==> config.mk <==
export PLATFORM = sky130hd
export DESIGN_NAME = reduce_stream
export DESIGN_NICKNAME = d
export VERILOG_FILES = /design/src/rtl/reduce_stream.sv
export SDC_FILE = /design/constraint.sdc
export NUM_CORES = 1
export LEC_CHECK = 0
export ABC_AREA = 1
export CAP_MARGIN = 20
export CORE_MARGIN = 2
export CORE_UTILIZATION = 49
export DETAILED_ROUTE_END_ITERATION = 16
export GPL_ROUTABILITY_DRIVEN = 0
export PLACE_DENSITY = 0.77
export SLEW_MARGIN = 20
export SYNTH_ARGS = -nofsm -noshare
export SYNTH_HDL_FRONTEND = slang
export SYNTH_SLANG_ARGS = --single-unit
export TNS_END_PERCENT = 20
==> constraint.sdc <==
create_clock -name clk -period 3 [get_ports clk]
set_input_delay 0.3 -clock clk [delete_from_list [all_inputs] [get_ports clk]]
set_output_delay 0.3 -clock clk [all_outputs]
set_load 0.02 [all_outputs]
==> src/rtl/reduce_stream.sv <==
// Packet reducer: folds each beat's bitwise reduction into a single-bit accumulator
// and holds a registered result record (result, op, beat count, error) until it is consumed.
module reduce_stream #(
    parameter int WIDTH = 4,
    parameter int CNT_W = 8
) (
    input  logic             clk,
    input  logic             rst,
    input  logic             in_valid,
    output logic             in_ready,
    input  logic [WIDTH-1:0] in_data,
    input  logic             in_last,
    input  logic [2:0]       in_op,
    output logic             out_valid,
    input  logic             out_ready,
    output logic             out_result,
    output logic [2:0]       out_op,
    output logic [CNT_W-1:0] out_beats,
    output logic             out_err
);

    // Handshake: a transfer happens on a rising edge where valid and ready are both 1.
    // in_ready is low only while a result is held; out_valid is high only then.
    typedef enum logic [1:0] {IDLE, ACCUM, DONE} state_t;

    localparam logic [CNT_W-1:0] BEATS_MAX = '1;
    localparam logic [CNT_W-1:0] BEATS_ONE = {{(CNT_W-1){1'b0}}, 1'b1};

    state_t           state_q, state_d;
    logic             acc_q, acc_d;
    logic             result_q, result_d;
    logic [2:0]       op_q, op_d;
    logic [CNT_W-1:0] beats_q, beats_d;
    logic             err_q, err_d;

    logic             accept;
    logic             first;
    logic             illegal;
    logic [2:0]       op_sel;
    logic             red;
    logic             acc_new;

    always_comb begin
        in_ready  = (state_q != DONE);
        out_valid = (state_q == DONE);
        accept    = in_valid && in_ready;
        first     = (state_q == IDLE);
        illegal   = in_op[2] && in_op[1];

        // The op is latched from the first beat; illegal codes fall back to AND.
        if (first) begin
            op_sel = illegal ? 3'd0 : in_op;
        end else begin
            op_sel = op_q;
        end

        case (op_sel[2:1])
            2'b01:   red = |in_data;
            2'b10:   red = ^in_data;
            default: red = &in_data;
        endcase

        if (first) begin
            acc_new = red;
        end else begin
            case (op_sel[2:1])
                2'b01:   acc_new = acc_q | red;
                2'b10:   acc_new = acc_q ^ red;
                default: acc_new = acc_q & red;
            endcase
        end

        state_d  = state_q;
        acc_d    = acc_q;
        result_d = result_q;
        op_d     = op_q;
        beats_d  = beats_q;
        err_d    = err_q;

        if (accept) begin
            acc_d    = acc_new;
            op_d     = op_sel;
            result_d = op_sel[0] ? ~acc_new : acc_new;
            if (first) begin
                beats_d = BEATS_ONE;
                err_d   = illegal;
            end else if (beats_q == BEATS_MAX) begin
                err_d = 1'b1;
            end else begin
                beats_d = beats_q + BEATS_ONE;
            end
        end

        case (state_q)
            IDLE: begin
                if (accept) begin
                    state_d = in_last ? DONE : ACCUM;
                end
            end
            ACCUM: begin
                if (accept && in_last) begin
                    state_d = DONE;
                end
            end
            DONE: begin
                if (out_ready) begin
                    state_d = IDLE;
                end
            end
            default: state_d = IDLE;
        endcase
    end

    always_ff @(posedge clk or posedge rst) begin
        if (rst) begin
            state_q  <= IDLE;
            acc_q    <= 1'b0;
            result_q <= 1'b0;
            op_q     <= 3'd0;
            beats_q  <= '0;
            err_q    <= 1'b0;
        end else begin
            state_q  <= state_d;
            acc_q    <= acc_d;
            result_q <= result_d;
            op_q     <= op_d;
            beats_q  <= beats_d;
            err_q    <= err_d;
        end
    end

    assign out_result = result_q;
    assign out_op     = op_q;
    assign out_beats  = beats_q;
    assign out_err    = err_q;

endmodule
### Word-level counts from Yosys, hierarchy flattened

Index checks and enable logic that the tools add are counted.

| cells by class | value |
|---|---|
| div/mod/pow operators | 0 |
| bitwise operators | 4 |
| equal/unequal tests | 10 |
| multiplexer cells | 15 |
| order comparisons | 0 |
| $mul | 0 |
| reduce and logical (&&, ||, !) cells | 11 |
| add/subtract/negate cells | 1 |
| shift-type cells | 0 |

Operator list:

| operator | count |
|---|---|
| two-way mux 8 bit | 2 |
| adder 8 x 1 -> 8 bit, second input constant | 1 |
| equality test 8 bit, second input constant | 1 |
| two-way mux 2 bit | 4 |
| two-way mux 3 bit | 2 |
| != test 2 bit, second input constant | 3 |
| case mux 2 bit (3 select lines) | 1 |
| equality test 2 x 1 -> 1 bit, second input constant | 2 |
| equality test 2 bit, second input constant | 2 |
| two-way mux 1 bit | 4 |
| != test 2 x 1 -> 1 bit, second input constant | 2 |
| case mux 1 bit (2 select lines) | 2 |
| AND reduction 2 bit | 2 |
| AND reduction 4 bit | 1 |
| OR reduction 4 bit | 1 |
| parity 4 bit | 1 |
| logical AND 1 bit | 3 |
| AND reduction 3 bit | 1 |
| logical NOT 2 bit | 1 |
| nonzero test 2 bit | 1 |
| AND 1 bit | 1 |
| inverter 1 bit | 1 |
| OR 1 bit | 1 |
| bitwise XOR 1 bit | 1 |

| storage, ports and cells | value |
|---|---|
| latch bits | 0 |
| input port bits | 12 |
| output and inout bits | 15 |
| bits in read-only memories | 0 |
| flip-flop bits (word level) | 16 |
| word-level logic and storage cells | 47 |
| memory bits (writable) | 0 |
| memories | 0 |

### Longest topological paths before layout

| logic depth | value |
|---|---|
| word-level depth | 10 |
| depth in mapped cells | 17 |
| depth with buffers taken out | 16 |

### Worst setup path before layout

No wires, ideal clock.

| path | value |
|---|---|
| path type | reg2reg |
| from | reg state_q[0] |
| to | reg acc_q |
| setup time | 126 ps |
| period minus slack after synthesis | 2,291 ps |
| data required time | 2,874 ps |
| stages on the path, launching flop included | 17 |
| data arrival time | 2,165 ps |
| buffers on the path | 1 |
| setup slack | 709 ps |
| cell sequence | dfrtp_1 -> nor2_1 -> buf_6 -> o21ai_0 -> o21ai_0 -> inv_1 -> ha_1 -> a21oi_1 -> nand2_1 -> nand2_1 -> ha_1 -> nand2_1 -> nand3_1 -> o211ai_1 -> nand2_1 -> nand2_1 -> o21ai_0 |

| between the ends | value |
|---|---|
| longest elaborated chain between the ends | 7 |
| elaborated cells on any way between the ends | 12 |
| those cells by class | 3 x eq/ne; 4 x mux; 3 x bitwise; 2 x reduce/logical |

Ends and longest elaborated chain:

| element | line | text |
|---|---|---|
| from (decl) | 29 | `state_t state_q, state_d;` |
| from (signal assigned) | 123 | `state_q <= state_d;` |
| logical NOT 2 bit * | 47 | `first = (state_q == IDLE);` |
| two-way mux 3 bit * | 51 | `if (first) begin` |
| via op_sel[2] | 39 | `logic [2:0] op_sel;` |
| equality test 2 bit / equality test 2 x 1 -> 1 bit (equally long branches) | 57, 66 |  |
| case mux 1 bit (2 select lines) | 57 | `case (op_sel[2:1])` |
| AND 1 bit, or another cell as far along | 69 | `default: acc_new = acc_q & red;` |
| case mux 1 bit (2 select lines) | 66 | `case (op_sel[2:1])` |
| two-way mux 1 bit * | 63 | `if (first) begin` |
| to (signal assigned) | 117 | `acc_q <= 1'b0;` |
| to (signal assigned) | 124 | `acc_q <= acc_d;` |
| to (decl) | 30 | `logic acc_q, acc_d;` |

Mark *: on every way through the listed nets, which the timed path passes. The rest lies on a longest branch.
A chain may end at the register's enable or synchronous reset.

### Worst setup path after layout

Same ends and word-level chain as after synthesis.

==> results.json <==
{
  "outcome": "complete, no violations",
  "final.fill_count": 220,
  "startpoint_type": "flop",
  "globalRouteOverflowTotal": 0,
  "grt.total_usage_pct": 20.48,
  "synth_simple_gate_area_share_pct": 28.49,
  "finalWirelength_um": 2378,
  "grt_pass1_vias": 988,
  "die-width_um": 51.62,
  "synth_seq_cells": 16,
  "worstSetupPathType": "flop to flop",
  "drive_gt1_share_pct": 7.143,
  "cts_resized": 0,
  "finalNonFillerCells": 210,
  "drc": 0,
  "setup_viol": 0,
  "clock_path_buffers": 2,
  "fin_skew_ns": 0.01014,
  "ant_nets": 0,
  "synth_xor_area_share_pct": 1.577,
  "fin_crit_sh_pct": 86.99,
  "io_pins": 27,
  "dp_hpwl_um": 1899,
  "synth_nets": 173,
  "power_density_nw_per_um2": 882.6,
  "grt_start_max_net_pins": 17,
  "post_cts_buffers": 0,
  "regArea_um2": 400.4,
  "synth_cell_types": 25,
  "synth_top_area_share_pct": 36.04,
  "period_minus_slack_ns": 2.610,
  "netlist_instances": 152,
  "irDropWorstVdd_v": 0.0005746,
  "cts.sinks": 16,
  "hold_viol_final": 0,
  "multi_input_area_um2": 589.3,
  "firstDrtPassIters": 6,
  "place_area_um2": 1403,
  "synth_top_family_by_area": "simple AND/OR/NAND/NOR gates",
  "area_growth_pct": 29.50,
  "n_antenna_cell": 0,
  "maxCapViolations": 0,
  "cts_inserted_buffers": 3,
  "grt_pass1_wl_um": 4133,
  "tns_ns": 0,
  "avgViaCountPerCell": 5.048,
  "drt-wirelength-per-cell_um": 11.32,
  "ys_top_cells_by_area": "dfrtp_1 (36%), nand2_1 (13%), ha_1 (10%)",
  "drt-initial-drc-count": 20,
  "cts_hold_buffers": 0,
  "core_area_um2": 2170,
  "dieArea_um2": 2665,
  "critPathRequiredTime_ns": 3.18,
  "cts_tree": "done",
  "worstPathMaxFanout": 5,
  "timing.fmax_mhz": 383.2,
  "io_buffers": 26,
  "rows": 17,
  "antenna_found_initial": 0,
  "synth-compound-area-share_pct": 12.84,
  "dp_cells": 206,
  "syn-mean-instance-area_um2": 7.310,
  "synth_fa_ha_area_share_pct": 10.14,
  "final_area_um2": 1439,
  "muxShareOfSynthArea_pct": 0,
  "rsz0062_at_grt": "false",
  "worst_skew_pair.late_latency_ns": 0.30,
  "cts-root-buf": "clkbuf_4",
  "start_util_pct": 51.21,
  "fin_nets": 204,
  "finalMaxSlewViolations": 0,
  "maxSlewHeadroom_pct": 58.24,
  "hold_class": "input port to asynchronous set/reset pin",
  "crit_path_end_kind": "flop",
  "p_leak_nw": 0.7213,
  "synth_top_area_cell": "dfrtp_1",
  "max_slew.worst_pin.slew_ns": 0.6257,
  "critPathArrivalTime_ns": 2.79,
  "cts.htree.levels": 1,
  "syn_area_um2": 1111,
  "yosys_warnings": 0,
  "cts.clk_slew.worst_paths_ns": 0.11,
  "fp.dieH_um": 51.62,
  "synth-seq-area-share_pct": 36.04,
  "num_vias": 1060
}
==> cells by family (layout without fill, tap and decap cells) <==
group | count (synthesis) | count (layout)
flip-flops | 16 | 16
AO/OA/AOI/OAI | 24 | 24
XOR/XNOR | 2 | 2
buffers and inverters | 30 | 60
adder cells (fa/ha/maj) | 9 | 9
AND/OR/NAND/NOR | 71 | 71
==> per-layer routing <==
layer  track usage [%]  wire length [um]  vias up
li1                  -                 -      542
met1             25.74              1049      491
met2             35.68              1210       23
met3             4.598                96        4
met4             4.825                22        0
met5                 0                 0        -
==> flip-flops by register name, summed over array words and instances, names as in the netlist <==
signal	flops
acc_q	1
out_beats	8
out_err	1
out_op	3
out_result	1
state_q	2
==> placed cells by master, fill, tap and decap left out, drive strengths merged, types with 2 or more instances in the layout <==
master         count
nand2             40
inv               28
clkdlybuf4s50     26
dfrtp             16
nor2              15
o21ai             14
nand3             13
ha                 9
a21oi              6
clkbuf             4
nor3               2
==> per-stage QoR <==
stage	power, W	hold WS (ns)	util [%]	worst slack, ns
after floorplan	0.0008603	0.2137	-	0.7093
after global placement	0.001074	0.4882	64.65	0.5492
after detailed placement	0.001116	0.5028	64.65	0.3355
after CTS	0.001265	0.3893	66.32	0.4555
after global routing	0.001379	0.4104	66.32	0.2406
final	0.001270	0.3671	66.32	0.3902
==> report_power, final <==
group | internal (W) | leakage (nW) | total (W) | switching, W
combinational | 0.000310 | 0.494 | 0.000774 | 0.000464
sequential | 0.000289 | 0.206 | 0.000348 | 0.0000590
clock | 0.0000740 | 0.0210 | 0.000148 | 0.0000741
==> cell usage after synthesis <==
master     n
ha_1       9
inv_1     27
a22oi_1    1
nor2_4     1
a21oi_4    1
nand4_1    1
o21ai_0   13
o21ai_1    1
a31o_2     1
nand2_1   39
o211ai_1   1
inv_2      1
xnor2_1    1
dfrtp_1   16
nor2_2     1
a21oi_1    5
nor3_4     1
nand3_1   13
nor2_1    13
nand2_4    1
buf_6      1
a21o_1     1
clkinv_2   1
nor3_1     1
xor2_1     1
==> worst paths after layout <==
kind	cells after the start	end	startpoint	slack, ns
min in group clk	2	out_result	out_result	0.52
max in group asynchronous	2	acc_q	rst	2.22
max reg2reg	15	acc_q	state_q[0]	0.39
max	15	acc_q	state_q[0]	0.39
min reg2reg	2	out_result	out_result	0.52
min	2	out_beats[4]	rst	0.37
==> worst max-delay path, stage by stage, from the launching register on <==
cell,delay (ns)
dfrtp_1,0.44
nor2_1,0.27
o21ai_0,0.13
o21ai_0,0.16
inv_1,0.10
ha_1,0.32
a21oi_1,0.14
nand2_1,0.09
nand2_1,0.09
ha_1,0.24
nand2_1,0.08
nand3_1,0.08
o211ai_1,0.10
nand2_1,0.11
nand2_1,0.07
o21ai_0,0.07
==> final cells by class <==
type                            count  share of cell area (%)
Clock buffer                        4                   2.522
Multi-Input combinational cell    106                   40.96
Tap cell                           28                   2.435
Sequential cell                    16                   27.83
Timing Repair Buffer               27                   18.61
Inverter                           29                   7.652
Note: power is estimated with default switching activity, not from simulation.
==> variant (same flow settings) <==
Encoding of `state_t`: now one-hot (3 bits for 3 states).
--- a/src/rtl/reduce_stream.sv
+++ b/src/rtl/reduce_stream.sv
@@ -21,7 +21,7 @@
 
     // Handshake: a transfer happens on a rising edge where valid and ready are both 1.
     // in_ready is low only while a result is held; out_valid is high only then.
-    typedef enum logic [1:0] {IDLE, ACCUM, DONE} state_t;
+    typedef enum logic [2:0] {IDLE = 3'b001, ACCUM = 3'b010, DONE = 3'b100} state_t;
 
     localparam logic [CNT_W-1:0] BEATS_MAX = '1;
     localparam logic [CNT_W-1:0] BEATS_ONE = {{(CNT_W-1){1'b0}}, 1'b1};
Function: no difference found for any inputs over 10 cycles, from zero or initial values and one cycle with rst high; not proved beyond that.
==> variant against the unedited design <==
  * Wire length increased by 7.0%
  * Total power decreased by 7.0%
  * Via count increased by 7.8%
  * Fmax decreased by 3.4%
  * Hold slack improved by 17 ps
  * Largest power group unchanged
  * Sequential cell count increased by 1
  * Setup slack got worse by 92 ps
  * Global-route usage increased by 1.5 points
  * Sequential share of layout area increased by 0.73 points
  * Final area increased by 3.8%
  * Non-clock buffer count decreased by 1
  * Synthesized area increased by 6.9%
==> variant: results <==
[outcome]
outcome = "completed"

[synthesis]
avgSynthCellArea_um2 = 7.110
yosysSeqAreaShare_pct = 35.93
synth_fp_nets = 188
synth_area_leaders = "dfrtp_1, nand2_1, ha_1, inv_1, nand3_1"

[cells_and_area]
fillers = 202
fin_cells = 223

[power_and_ir_drop]
cellLeakagePower_nw = 0.7681
ir_worst_vdd_mv = 0.7003
intPower_uw = 626.7

[drt]
routed-wl-met2_um = 1214
met3_length_um = 112
via_per_inst = 5.126
finalWirelength_um = 2544
drt-met1-wl_um = 1201
drt_iter0_drc = 30

[timing]
clock.fmax_mhz = 370.2
fin_skew_ps = 6.194
hold_ws_ps = 384.0
tightest_slew_ps = 640.1

[placed_design]
pre_cts_ws_ps = 323.0
dpl.hpwl_um = 2016

[grt]
grtUsageMet2_pct = 37.86
grt_pass1_wl_um = 4602
grt_max_degree = 18
grt_pass1_vias = 1080

[setup_path]
timing.critical_path.from = "state_q[2]$_DFFE_PP0P_"
slowest_delay_ps = 420
r2r_start = "state_q[2]$_DFFE_PP0P_"
rrSetupSlack_ps = 300
## variant: final cells by class
type,count,share of cell area (%)
Clock inverter,1,0.3350
Inverter,30,7.538
Timing Repair Buffer,26,17.42
Tap cell,28,2.345
Multi-Input combinational cell,118,42.29
Sequential cell,17,28.56
Clock buffer,3,1.508
## variant: cell families (layout without fill, tap and decap cells)
| kind of cell | count (synthesis) | count (layout) | synth area share, % |
|---|---|---|---|
| buffers and inverters | 32 | 60 | 10.85 |
| AO/OA/AOI/OAI | 21 | 21 | 10.54 |
| flip-flops | 17 | 17 | 35.93 |
| AND/OR/NAND/NOR | 87 | 87 | 32.46 |
| adder cells (fa/ha/maj) | 9 | 9 | 9.484 |
| XOR/XNOR | 1 | 1 | 0.7378 |
## variant: power groups by stage
stage	logic, mW	clock network [mW]	registers, mW
5_1_grt	0.780	0.135	0.387
3_5_place_dp	0.684	0	0.377
3_3_place_gp	0.659	0	0.373
2_1_floorplan	0.403	0	0.430
4_1_cts	0.685	0.125	0.374
6_report	0.688	0.121	0.373
